`config.mk`:
```
export PLATFORM = sky130hd
export DESIGN_NAME = bias_add_4_flat
export DESIGN_NICKNAME = d
export VERILOG_FILES = /design/src/rtl/bias_add_4_pkg.sv /design/src/rtl/bias_add_4_if.sv /design/src/rtl/bias_add_sat.sv /design/src/rtl/bias_add_4.sv /design/src/flat_wrapper.sv
export SDC_FILE = /design/constraint.sdc
export NUM_CORES = 1
export LEC_CHECK = 0
export ABC_CLOCK_PERIOD_IN_PS = 5800
export CAP_MARGIN = 20
export CELL_PAD_IN_SITES_DETAIL_PLACEMENT = 0
export CELL_PAD_IN_SITES_GLOBAL_PLACEMENT = 1
export CORE_MARGIN = 10
export CORE_UTILIZATION = 50
export DETAILED_ROUTE_END_ITERATION = 6
export GPL_TIMING_DRIVEN = 0
export HOLD_SLACK_MARGIN = 0.1
export PLACE_DENSITY = 0.83
export RECOVER_POWER = 100
export SLEW_MARGIN = 20
export SYNTH_ARGS = -nofsm -noshare
export SYNTH_HDL_FRONTEND = slang
export SYNTH_SLANG_ARGS = --single-unit
```
`constraint.sdc`:
```
create_clock -name ap_clk -period 5.8 [get_ports ap_clk]
set_input_delay 0.87 -clock ap_clk [delete_from_list [all_inputs] [get_ports ap_clk]]
set_output_delay 0.87 -clock ap_clk [all_outputs]
set_load 0.05 [all_outputs]
```
`src/rtl/bias_add_4_pkg.sv`:
```
// +----------------------------------------------------------------------+
// | bias_add_4_pkg : layer-4 sizes and FSM encoding for bias_add_4       |
// | Revision 1.0                                                         |
// +----------------------------------------------------------------------+
`default_nettype none

package bias_add_4_pkg;

  localparam int c_acc_width_4   = 32;
  localparam int c_coeff_width   = 16;
  localparam int c_kern_s_k_4    = 16;
  localparam int c_npix_4        = 64;
  localparam int c_out_shift_4   = 8;

  typedef enum logic [0:0] {
    ST_LOAD = 1'b0,
    ST_RUN  = 1'b1
  } state_t;

  // Index width that stays legal for a single-entry range.
  function automatic int idx_width(input int n);
    return (n > 1) ? $clog2(n) : 1;
  endfunction

endpackage

`default_nettype wire

```
`src/rtl/bias_add_4_if.sv`:
```
// +----------------------------------------------------------------------+
// | bias_add_4_if : accumulator, bias and output ap_fifo signal bundle   |
// | Revision 1.0                                                         |
// +----------------------------------------------------------------------+
`default_nettype none

interface bias_add_4_if
  import bias_add_4_pkg::*;
#(
  parameter int ACC_WIDTH   = c_acc_width_4,
  parameter int COEFF_WIDTH = c_coeff_width,
  parameter int OUT_WIDTH   = c_coeff_width
);

  logic signed [ACC_WIDTH-1:0]   input_V_dout;
  logic                          input_V_empty_n;
  logic                          input_V_read;
  logic signed [COEFF_WIDTH-1:0] bias_V_dout;
  logic                          bias_V_empty_n;
  logic                          bias_V_read;
  logic signed [OUT_WIDTH-1:0]   output_V_din;
  logic                          output_V_full_n;
  logic                          output_V_write;

  modport slave (
    input  input_V_dout,
    input  input_V_empty_n,
    output input_V_read,
    input  bias_V_dout,
    input  bias_V_empty_n,
    output bias_V_read,
    output output_V_din,
    input  output_V_full_n,
    output output_V_write
  );

  modport master (
    output input_V_dout,
    output input_V_empty_n,
    input  input_V_read,
    output bias_V_dout,
    output bias_V_empty_n,
    input  bias_V_read,
    input  output_V_din,
    output output_V_full_n,
    input  output_V_write
  );

endinterface

`default_nettype wire

```
`src/rtl/bias_add_sat.sv`:
```
// +----------------------------------------------------------------------+
// | bias_add_sat : signed bias add, arithmetic shift, ReLU, saturation   |
// | Revision 1.0                                                         |
// +----------------------------------------------------------------------+
`default_nettype none

module bias_add_sat
  import bias_add_4_pkg::*;
#(
  parameter int ACC_WIDTH   = c_acc_width_4,
  parameter int COEFF_WIDTH = c_coeff_width,
  parameter int OUT_WIDTH   = c_coeff_width,
  parameter int OUT_SHIFT   = c_out_shift_4,
  parameter int RELU        = 0
) (
  input  wire logic signed [ACC_WIDTH-1:0]   i_acc,
  input  wire logic signed [COEFF_WIDTH-1:0] i_bias,
  output logic signed [OUT_WIDTH-1:0]        o_result
);

  localparam int SW = ACC_WIDTH + 1;

  logic signed [SW-1:0]           w_acc_x;
  logic signed [SW-1:0]           w_bias_x;
  logic signed [SW-1:0]           w_sum;
  logic signed [SW-1:0]           w_shift;
  logic signed [SW-1:0]           w_clip;
  logic        [SW-OUT_WIDTH:0]   w_hi;
  logic                           w_fits;

  assign w_acc_x  = {{(SW-ACC_WIDTH){i_acc[ACC_WIDTH-1]}}, i_acc};
  assign w_bias_x = {{(SW-COEFF_WIDTH){i_bias[COEFF_WIDTH-1]}}, i_bias};
  assign w_sum    = w_acc_x + w_bias_x;
  assign w_shift  = w_sum >>> OUT_SHIFT;

  generate
    if (RELU != 0) begin : g_relu
      assign w_clip = w_shift[SW-1] ? '0 : w_shift;
    end else begin : g_no_relu
      assign w_clip = w_shift;
    end
  endgenerate

  // Representable iff every bit above the output sign bit copies it.
  assign w_hi   = w_clip[SW-1:OUT_WIDTH-1];
  assign w_fits = (&w_hi) | ~(|w_hi);

  always_comb begin
    o_result = w_clip[OUT_WIDTH-1:0];
    if (!w_fits) begin
      o_result = w_clip[SW-1] ? {1'b1, {(OUT_WIDTH-1){1'b0}}}
                              : {1'b0, {(OUT_WIDTH-1){1'b1}}};
    end
  end

endmodule

`default_nettype wire

```
`src/rtl/bias_add_4.sv`:
```
// +----------------------------------------------------------------------+
// | bias_add_4 : per-channel bias cache and add stage for layer 4        |
// | Revision 1.0                                                         |
// +----------------------------------------------------------------------+
`default_nettype none

module bias_add_4
  import bias_add_4_pkg::*;
#(
  parameter int ACC_WIDTH   = c_acc_width_4,
  parameter int COEFF_WIDTH = c_coeff_width,
  parameter int OUT_WIDTH   = c_coeff_width,
  parameter int NUM_CH      = c_kern_s_k_4,
  parameter int NUM_PIX     = c_npix_4,
  parameter int OUT_SHIFT   = c_out_shift_4,
  parameter int RELU        = 0
) (
  input wire logic     ap_clk,
  input wire logic     ap_rst,
  bias_add_4_if.slave  bus
);

  localparam int CH_W  = idx_width(NUM_CH);
  localparam int PIX_W = idx_width(NUM_PIX);

  localparam logic [CH_W-1:0]  c_ch_last  = CH_W'(NUM_CH - 1);
  localparam logic [CH_W-1:0]  c_ch_one   = CH_W'(1);
  localparam logic [PIX_W-1:0] c_pix_last = PIX_W'(NUM_PIX - 1);
  localparam logic [PIX_W-1:0] c_pix_one  = PIX_W'(1);

  state_t                        r_state;
  state_t                        w_state_nxt;
  logic [CH_W-1:0]               r_load_idx;
  logic [CH_W-1:0]               r_ch_idx;
  logic [PIX_W-1:0]              r_pix_cnt;
  logic                          r_out_valid;
  logic signed [OUT_WIDTH-1:0]   r_out_reg;
  logic signed [COEFF_WIDTH-1:0] r_bias_mem [NUM_CH];
  logic signed [OUT_WIDTH-1:0]   w_result;
  logic                          w_bias_rd;
  logic                          w_in_rd;
  logic                          w_out_wr;

  // Strobes are gated by reset since the reset state itself would pop biases.
  always_comb begin
    w_state_nxt = r_state;
    w_bias_rd   = 1'b0;
    w_in_rd     = 1'b0;
    w_out_wr    = r_out_valid & bus.output_V_full_n;
    case (r_state)
      ST_LOAD: begin
        w_bias_rd = bus.bias_V_empty_n & ~ap_rst;
        if (w_bias_rd && (r_load_idx == c_ch_last)) begin
          w_state_nxt = ST_RUN;
        end
      end
      ST_RUN: begin
        w_in_rd = bus.input_V_empty_n & (~r_out_valid | bus.output_V_full_n) & ~ap_rst;
        if (w_in_rd && (r_ch_idx == c_ch_last) && (r_pix_cnt == c_pix_last)) begin
          w_state_nxt = ST_LOAD;
        end
      end
      default: w_state_nxt = ST_LOAD;
    endcase
  end

  always_ff @(posedge ap_clk or posedge ap_rst) begin
    if (ap_rst) begin
      r_state <= ST_LOAD;
    end else begin
      r_state <= w_state_nxt;
    end
  end

  always_ff @(posedge ap_clk or posedge ap_rst) begin
    if (ap_rst) begin
      r_load_idx  <= '0;
      r_ch_idx    <= '0;
      r_pix_cnt   <= '0;
      r_out_valid <= 1'b0;
      r_out_reg   <= '0;
    end else begin
      if (w_bias_rd) begin
        r_load_idx <= (r_load_idx == c_ch_last) ? '0 : r_load_idx + c_ch_one;
      end
      if (w_in_rd) begin
        r_ch_idx <= (r_ch_idx == c_ch_last) ? '0 : r_ch_idx + c_ch_one;
        if (r_ch_idx == c_ch_last) begin
          r_pix_cnt <= (r_pix_cnt == c_pix_last) ? '0 : r_pix_cnt + c_pix_one;
        end
      end
      if (w_in_rd) begin
        r_out_valid <= 1'b1;
        r_out_reg   <= w_result;
      end else if (w_out_wr) begin
        r_out_valid <= 1'b0;
      end
    end
  end

  always_ff @(posedge ap_clk) begin
    if (w_bias_rd) begin
      r_bias_mem[r_load_idx] <= bus.bias_V_dout;
    end
  end

  bias_add_sat #(
    .ACC_WIDTH   (ACC_WIDTH),
    .COEFF_WIDTH (COEFF_WIDTH),
    .OUT_WIDTH   (OUT_WIDTH),
    .OUT_SHIFT   (OUT_SHIFT),
    .RELU        (RELU)
  ) u_sat (
    .i_acc    (bus.input_V_dout),
    .i_bias   (r_bias_mem[r_ch_idx]),
    .o_result (w_result)
  );

  assign bus.bias_V_read    = w_bias_rd;
  assign bus.input_V_read   = w_in_rd;
  assign bus.output_V_write = w_out_wr;
  assign bus.output_V_din   = r_out_reg;

endmodule

`default_nettype wire

```
`src/flat_wrapper.sv`:
```
// flat-port wrapper written by rule: the top's interface ports become plain ports
module bias_add_4_flat import bias_add_4_pkg::*;
#(
  parameter int ACC_WIDTH   = c_acc_width_4,
  parameter int COEFF_WIDTH = c_coeff_width,
  parameter int OUT_WIDTH   = c_coeff_width,
  parameter int NUM_CH      = c_kern_s_k_4,
  parameter int NUM_PIX     = c_npix_4,
  parameter int OUT_SHIFT   = c_out_shift_4,
  parameter int RELU        = 0
)
  (ap_clk, ap_rst, bus_input_V_dout, bus_input_V_empty_n, bus_input_V_read, bus_bias_V_dout, bus_bias_V_empty_n, bus_bias_V_read, bus_output_V_din, bus_output_V_full_n, bus_output_V_write);
  bias_add_4_if #(.ACC_WIDTH(ACC_WIDTH), .COEFF_WIDTH(COEFF_WIDTH), .OUT_WIDTH(OUT_WIDTH)) bus_i ();
  input wire logic ap_clk;
  input wire logic ap_rst;
  input wire logic [$bits(bus_i.input_V_dout)-1:0] bus_input_V_dout;
  input wire logic [$bits(bus_i.input_V_empty_n)-1:0] bus_input_V_empty_n;
  output wire logic [$bits(bus_i.input_V_read)-1:0] bus_input_V_read;
  input wire logic [$bits(bus_i.bias_V_dout)-1:0] bus_bias_V_dout;
  input wire logic [$bits(bus_i.bias_V_empty_n)-1:0] bus_bias_V_empty_n;
  output wire logic [$bits(bus_i.bias_V_read)-1:0] bus_bias_V_read;
  output wire logic [$bits(bus_i.output_V_din)-1:0] bus_output_V_din;
  input wire logic [$bits(bus_i.output_V_full_n)-1:0] bus_output_V_full_n;
  output wire logic [$bits(bus_i.output_V_write)-1:0] bus_output_V_write;
  assign bus_i.input_V_dout = bus_input_V_dout;
  assign bus_i.input_V_empty_n = bus_input_V_empty_n;
  assign bus_input_V_read = bus_i.input_V_read;
  assign bus_i.bias_V_dout = bus_bias_V_dout;
  assign bus_i.bias_V_empty_n = bus_bias_V_empty_n;
  assign bus_bias_V_read = bus_i.bias_V_read;
  assign bus_output_V_din = bus_i.output_V_din;
  assign bus_i.output_V_full_n = bus_output_V_full_n;
  assign bus_output_V_write = bus_i.output_V_write;
  bias_add_4 #(.ACC_WIDTH(ACC_WIDTH), .COEFF_WIDTH(COEFF_WIDTH), .OUT_WIDTH(OUT_WIDTH), .NUM_CH(NUM_CH), .NUM_PIX(NUM_PIX), .OUT_SHIFT(OUT_SHIFT), .RELU(RELU)) u_core (.ap_clk(ap_clk), .ap_rst(ap_rst), .bus(bus_i));
endmodule
```
======== Word-level counts from Yosys, hierarchy flattened ========
Memory sizes are Yosys's and may differ from the RTL's.
Cells that the tools add are included.
word-level totals
  bits in writable memories ............... 256
  memories ................................ 1
  bits of input ports ..................... 53
  word-level logic and storage cells ...... 45
  register bits ........................... 32
  output and inout bits ................... 19
cells by class
  $add $sub $neg .......................... 4
  bitwise logic cells ..................... 10
  eq/ne operators ......................... 3
  reductions and logical operators ........ 7
  multiplexer cells ....................... 14
memories
  memory             depth  bits a word  rd ports  clocked after Yosys merged registers in  wr ports  RTL line          text
  u_core.r_bias_mem  16     16           1         0                                        1         bias_add_4.sv:38  logic signed [COEFF_WIDTH-1:0] r_bias_mem [NUM_CH];
operators with widths
  kind                                          number
  adder 32 x 16 -> 33 bit                       1
  2-to-1 mux 16 bit                             2
  AND reduction 10 bit                          1
  OR reduction 10 bit                           1
  adder 4 x 1 -> 4 bit (second input constant)  2
  equality test 4 bit (second input constant)   2
  2-to-1 mux 1 bit                              8
  2-to-1 mux 4 bit                              2
  adder 6 x 1 -> 6 bit (second input constant)  1
  equality test 6 bit (second input constant)   1
  2-to-1 mux 6 bit                              1
  bitwise AND 1 bit                             4
  NOT 1 bit                                     4
  logical AND 1 bit                             3
  OR 1 bit                                      2
  one-hot mux 1 bit (2 select lines)            1
  AND reduction 2 bit                           1
  nonzero test 2 bit                            1

======== Depth between registers and ports, before layout ========
  depth in word-level cells ............... 8
  gate-level depth with buffers ........... 23
  gate-level depth less buffers ........... 17

======== Modules after synthesis ========
From an unflattened synthesis, not the netlist that was laid out.
unflattened totals
  cell total of the unflattened synthesis .. 846
  area, all modules ....................... 13167.6 um2
modules (own cells, without submodules)
  module        times used  cells an instance  area an instance (um2)  sequential area each (um2)
  bias_add_4    1           571                11177.0                 8488.1
  bias_add_sat  1           275                1990.7                  0.0

======== Least setup slack after synthesis ========
OpenSTA, ideal clock, no wires.
  kind .................................... reg-to-reg
  from .................................... register u_core.r_ch_idx[0]
  to ...................................... register u_core.r_out_reg[10], in the netlist u_core.bus.output_V_din[10]
  required time ........................... 5655 ps
  data arrival time ....................... 4987 ps
  path buffers ............................ 5
  cell stages (with the launch flop) ...... 21
  library setup time ...................... 145 ps
  period minus slack after synthesis ...... 5131 ps
  setup slack ............................. 669 ps
  path through ............................ dfrtp_1 buf_6 clkbuf_1 buf_2 clkbuf_1 mux2i_1 a21oi_1 a22oi_1 nand2_1 ha_1 clkbuf_1 nand4_1 nor4_1 a221oi_1 o21ai_1 a31oi_1 xnor2_1 nor3_1 o2111ai_2 nand2_1 o211ai_2
on the way
  longest elaborated chain between the ends .. 6
  elaborated cells between the ends (all ways) .. 8
  classes of those cells .................. add/sub (1); mux (2); bitwise (2); reduce/logical (2); memory (1)
ends and longest elaborated chain
  element                        RTL line            text
  start, declared                bias_add_4.sv:34    logic [CH_W-1:0] r_ch_idx;
  start signal, assigned         bias_add_4.sv:87    r_ch_idx <= (r_ch_idx == c_ch_last) ? '0 : r_ch_idx + c_ch_one;
  memory read (16 x 16 bit) (*)  n/a
  adder 32 x 16 -> 33 bit (*)    bias_add_sat.sv:33  assign w_sum = w_acc_x + w_bias_x;
  OR reduction 10 bit            bias_add_sat.sv:46  assign w_fits = (&w_hi) | ~(|w_hi);
  NOT 1 bit                      bias_add_sat.sv:46
  OR 1 bit                       bias_add_sat.sv:46
  2-to-1 mux 16 bit (*)          bias_add_sat.sv:50  if (!w_fits) begin
  end signal, assigned           bias_add_4.sv:94    r_out_reg <= w_result;
  end, declared                  bias_add_4.sv:37    logic signed [OUT_WIDTH-1:0] r_out_reg;
Mark *: on every way between the ends. The rest lies on a longest branch, timed or not.
A chain may end at the register's enable or synchronous reset.

======== Worst setup path after layout ========
  from .................................... register u_core.r_ch_idx[1]
  to ...................................... register u_core.r_out_reg[4], in the netlist u_core.bus.output_V_din[4]
The elaborated chain is that of the path after synthesis.

==> metrics.md <==
| Metric | Value |
|---|---|
| Pre-antenna DRT Iters | `5` |
| Most numerous cell in the Yosys netlist | `edfxtp_1` |
| Largest family of logic cells by synthesized area | `compound AO/OA/AOI/OAI gates` |
| R2R depth | `20` |
| Placement row count | `60` |
| CTS Buffer Depth | `3` |
| Cell count after synthesis | `971` |
| Failing checks | `max-capacitance violations, max-slew violations` |
| Final worst-path cycle share | `93.7%` |
| Post-CTS setup buffer count | `0` |
| Mapped cell area | `13500 um^2` |
| Endpoints failing setup | `0` |
| XOR/XNOR Fraction of Synth Area | `1.88%` |
| Slew HR | `-42.3%` |
| Kind of end point of the critical path | `flip-flop` |
| CTS buffer count | `29` |
| Type of the most critical hold path | `flip-flop to flip-flop` |
| Core Util, Final | `58.3%` |
| Area delta synth->final | `15.5%` |
| Area after DPL | `14900 um^2` |
| Main flop type after synthesis | `edfxtp_1` |
| Fmax | `184 MHz` |
| Crit path kind | `flip-flop to flip-flop` |
| # clock sinks | `288` |
| Layout cell share with drive strength beyond 1 | `11.8%` |
| CTS tree | `built` |
| FF+latch count, synth | `288` |
| Drt total wl | `33800 um` |
| Leading area contributor after synthesis | `edfxtp_1` |
| Period minus WS final | `5.43 ns` |
| Gr usage total | `19.7%` |
| Vias in the first global route | `8661` |
| PortBufs | `71` |
| Status | `finished, violations left` |
| First-pass GRT wire length | `51100 um` |
| Initial DRC count | `794` |
| Syn_area_per_cell | `13.9 um^2` |
| DRC viols | `0` |
| Critical Path AT | `5.85 ns` |
| Power Dens Cells | `416 nW/um^2` |
| Hold WS | `0.483 ns` |
| Post-synth EDFFs | `256` |
| Leakage | `5.37 nW` |
| Vias/cell | `5.98` |
| Post-synthesis mux area share | `10.5%` |
| Final antenna diode count | `0` |
| Routed wire length per instance | `23.4 um` |
| VDD IR max | `0.323 mV` |
| Final slew viol count | `34` |
| Slew @ Worst Pin | `2.13 ns` |
| Detail Route Antenna Nets | `0` |
| PnR worst setup slack | `0.367 ns` |
| Synth cell types | `64` |
| Vias | `8660` |
| Final nets | `1179` |
| Synth Area in Adders | `3.42%` |
| Top-area cell type share of the netlist area | `56.8%` |
| Gr ovfl total | `0` |
| Die Height | `184 um` |
| Layout Cells excl Fill | `1448` |
| RePlAce Congestion | `0.858` |
| Placed Cells | `1401` |
| Largest net degree at the start of global routing | `34` |
| Initial antenna violation count | `1` |
| Die footprint | `34000 um^2` |
| Hold Path Stages | `2` |
| Commonest cells post-synth | `256 x edfxtp_1, 83 x nand2_1, 62 x a21oi_1` |
| Max-Cap Viols | `2` |
| Sequential area share after synthesis | `62.8%` |
| Top cells by area, synth | `edfxtp_1 57%, dfrtp_1 5.9%, mux4_2 5.0%` |
| Fill cells | `2161` |
| Post-Syn Nets | `1061` |
| Yosys warns | `0` |
| Crit start category | `flip-flop` |
| Worst-Skew Late Latency | `0.56 ns` |
| Clk Tree Root Cell | `clkbuf_16` |
| Simple-gate share of the synthesized area | `7.06%` |
| Critical Path RT | `6.22 ns` |
| CTS H-tree depth | `1` |
| Async S/R FF share, synth | `11.1%` |
| Final Hold Viols | `0` |
| Die X | `184 um` |
| Worst-case clock skew | `0.0132 ns` |
| Post-synthesis compound-gate area fraction | `12.3%` |
| Initial core utilization | `50.5%` |
| Place WS | `-1.02 ns` |
| Detailed placement HPWL | `24200 um` |
| Design area | `15600 um^2` |
| Clock slew at reported path FFs | `0.06 ns` |
| Crit-path max FO | `17` |
| Core area | `26800 um^2` |
| Num ports | `72` |
sequential cells by signal (all words and copies together), names as in the netlist:
signal	count
u_core.bus.output_V_din	16
u_core.r_bias_mem	256
u_core.r_ch_idx	4
u_core.r_load_idx	4
u_core.r_out_valid	1
u_core.r_pix_cnt	6
u_core.r_state	1
per-layer routing:
layer  GRT usage (%)  wire length (um)  share of wire, %  vias to the layer above
li1                -                 -                 -                     4047
met2            33.4             16800                50                      248
met5               0                 7             0.021                        -
met3            3.05              1690               5.0                       71
met1            24.9             14100                42                     4292
met4            7.67              1300               3.8                        2
logic make-up (layout without fill, tap and decap cells):
group                    count (synthesis)  count (layout)
flip-flops                             288             288
AO/OA/AOI/OAI                          242             242
AND/OR/NAND/NOR                        204             204
multiplexers                           102             102
buffers and inverters                   69             205
adder cells (fa/ha/maj)                 37              37
XOR/XNOR                                29              29
cells in the final DEF, fill, tap and decap left out, types with 6 or more instances in the layout:
cell type          n
clkbuf_1          57
nand2_1           81
o211ai_2           9
a21o_1            11
nor3_1            10
edfxtp_1         256
dfrtp_1           32
a31oi_1            7
o31ai_1            7
xor2_1            11
clkbuf_16         29
dlygate4sd3_1     36
buf_2              8
mux2_2            14
mux2i_1           58
clkinv_2           6
nand3_1           20
inv_1             13
o21ai_1           10
nor2_1            37
clkinv_1           8
xnor2_1           18
mux4_2            30
ha_1              37
a221oi_1          23
a21oi_1           62
o21bai_1           6
nand4_1           21
a22oi_1           17
and2_1             6
o21a_1             9
clkdlybuf4s50_1   35
o21ai_0           50
power by group:
part / switching, mW / internal (mW)
Clock: 0.749 / 0.909
Combinational: 1.49 / 0.879
Sequential: 0.0629 / 2.42
final cells by class:
| class | instances | area, um^2 | share of cell area (%) |
|---|---|---|---|
| Timing Repair Buffer | 89 | 778 | 4.98 |
| Multi-Input combinational cell | 614 | 4790 | 30.7 |
| Sequential cell | 288 | 8490 | 54.4 |
| Clock buffer | 34 | 744 | 4.77 |
| Buffer | 54 | 256 | 1.64 |
| Tap cell | 341 | 427 | 2.73 |
| Clock inverter | 15 | 80.1 | 0.513 |
| Inverter | 13 | 48.8 | 0.312 |
stage by stage:
| stage | total power [mW] | setup TNS (ns) |
|---|---|---|
| after floorplan | 4.17 | 0 |
| after global placement | 4.84 | -13.48 |
| after detailed placement | 4.90 | -14.49 |
| after CTS | 6.56 | 0 |
| after global routing | 6.83 | -0.270 |
| final | 6.50 | 0 |
worst max-delay path, stage by stage, from the launching register on:
cell,delay [ns]
dfrtp_1,0.38
buf_2,0.19
nor2b_1,0.12
clkbuf_1,0.26
clkbuf_1,0.56
a221oi_1,0.28
o21ai_0,0.36
nand2_4,0.21
ha_1,0.33
clkbuf_1,0.31
a21oi_1,0.15
o211ai_1,0.24
a21boi_1,0.16
o31ai_2,0.36
mux2i_1,0.25
o311ai_2,0.13
and2_1,0.20
o21ai_0,0.11
a2bb2oi_2,0.33
buf_6,0.23
o211ai_2,0.10
worst paths after layout:
path,from,end,slack [ns]
min,u_core.bus.output_V_din[15]$_DFFE_PP0P_,u_core.bus.output_V_din[15]$_DFFE_PP0P_,0.48
min in group asynchronous,ap_rst,u_core.r_load_idx[1]$_DFFE_PP0P_,1.11
min reg2reg,u_core.bus.output_V_din[15]$_DFFE_PP0P_,u_core.bus.output_V_din[15]$_DFFE_PP0P_,0.48
max,u_core.r_ch_idx[1]$_DFFE_PP0P_,u_core.bus.output_V_din[4]$_DFFE_PP0P_,0.37
max reg2reg,u_core.r_ch_idx[1]$_DFFE_PP0P_,u_core.bus.output_V_din[4]$_DFFE_PP0P_,0.37
max in group asynchronous,ap_rst,u_core.bus.output_V_din[5]$_DFFE_PP0P_,3.94
what timing repair did:
item                       4_1_cts  5_1_grt
hold buffers                     0        0
setup endpoints to repair       15       15
gates resized for setup         11       24
(Power assumes the default switching activity.)
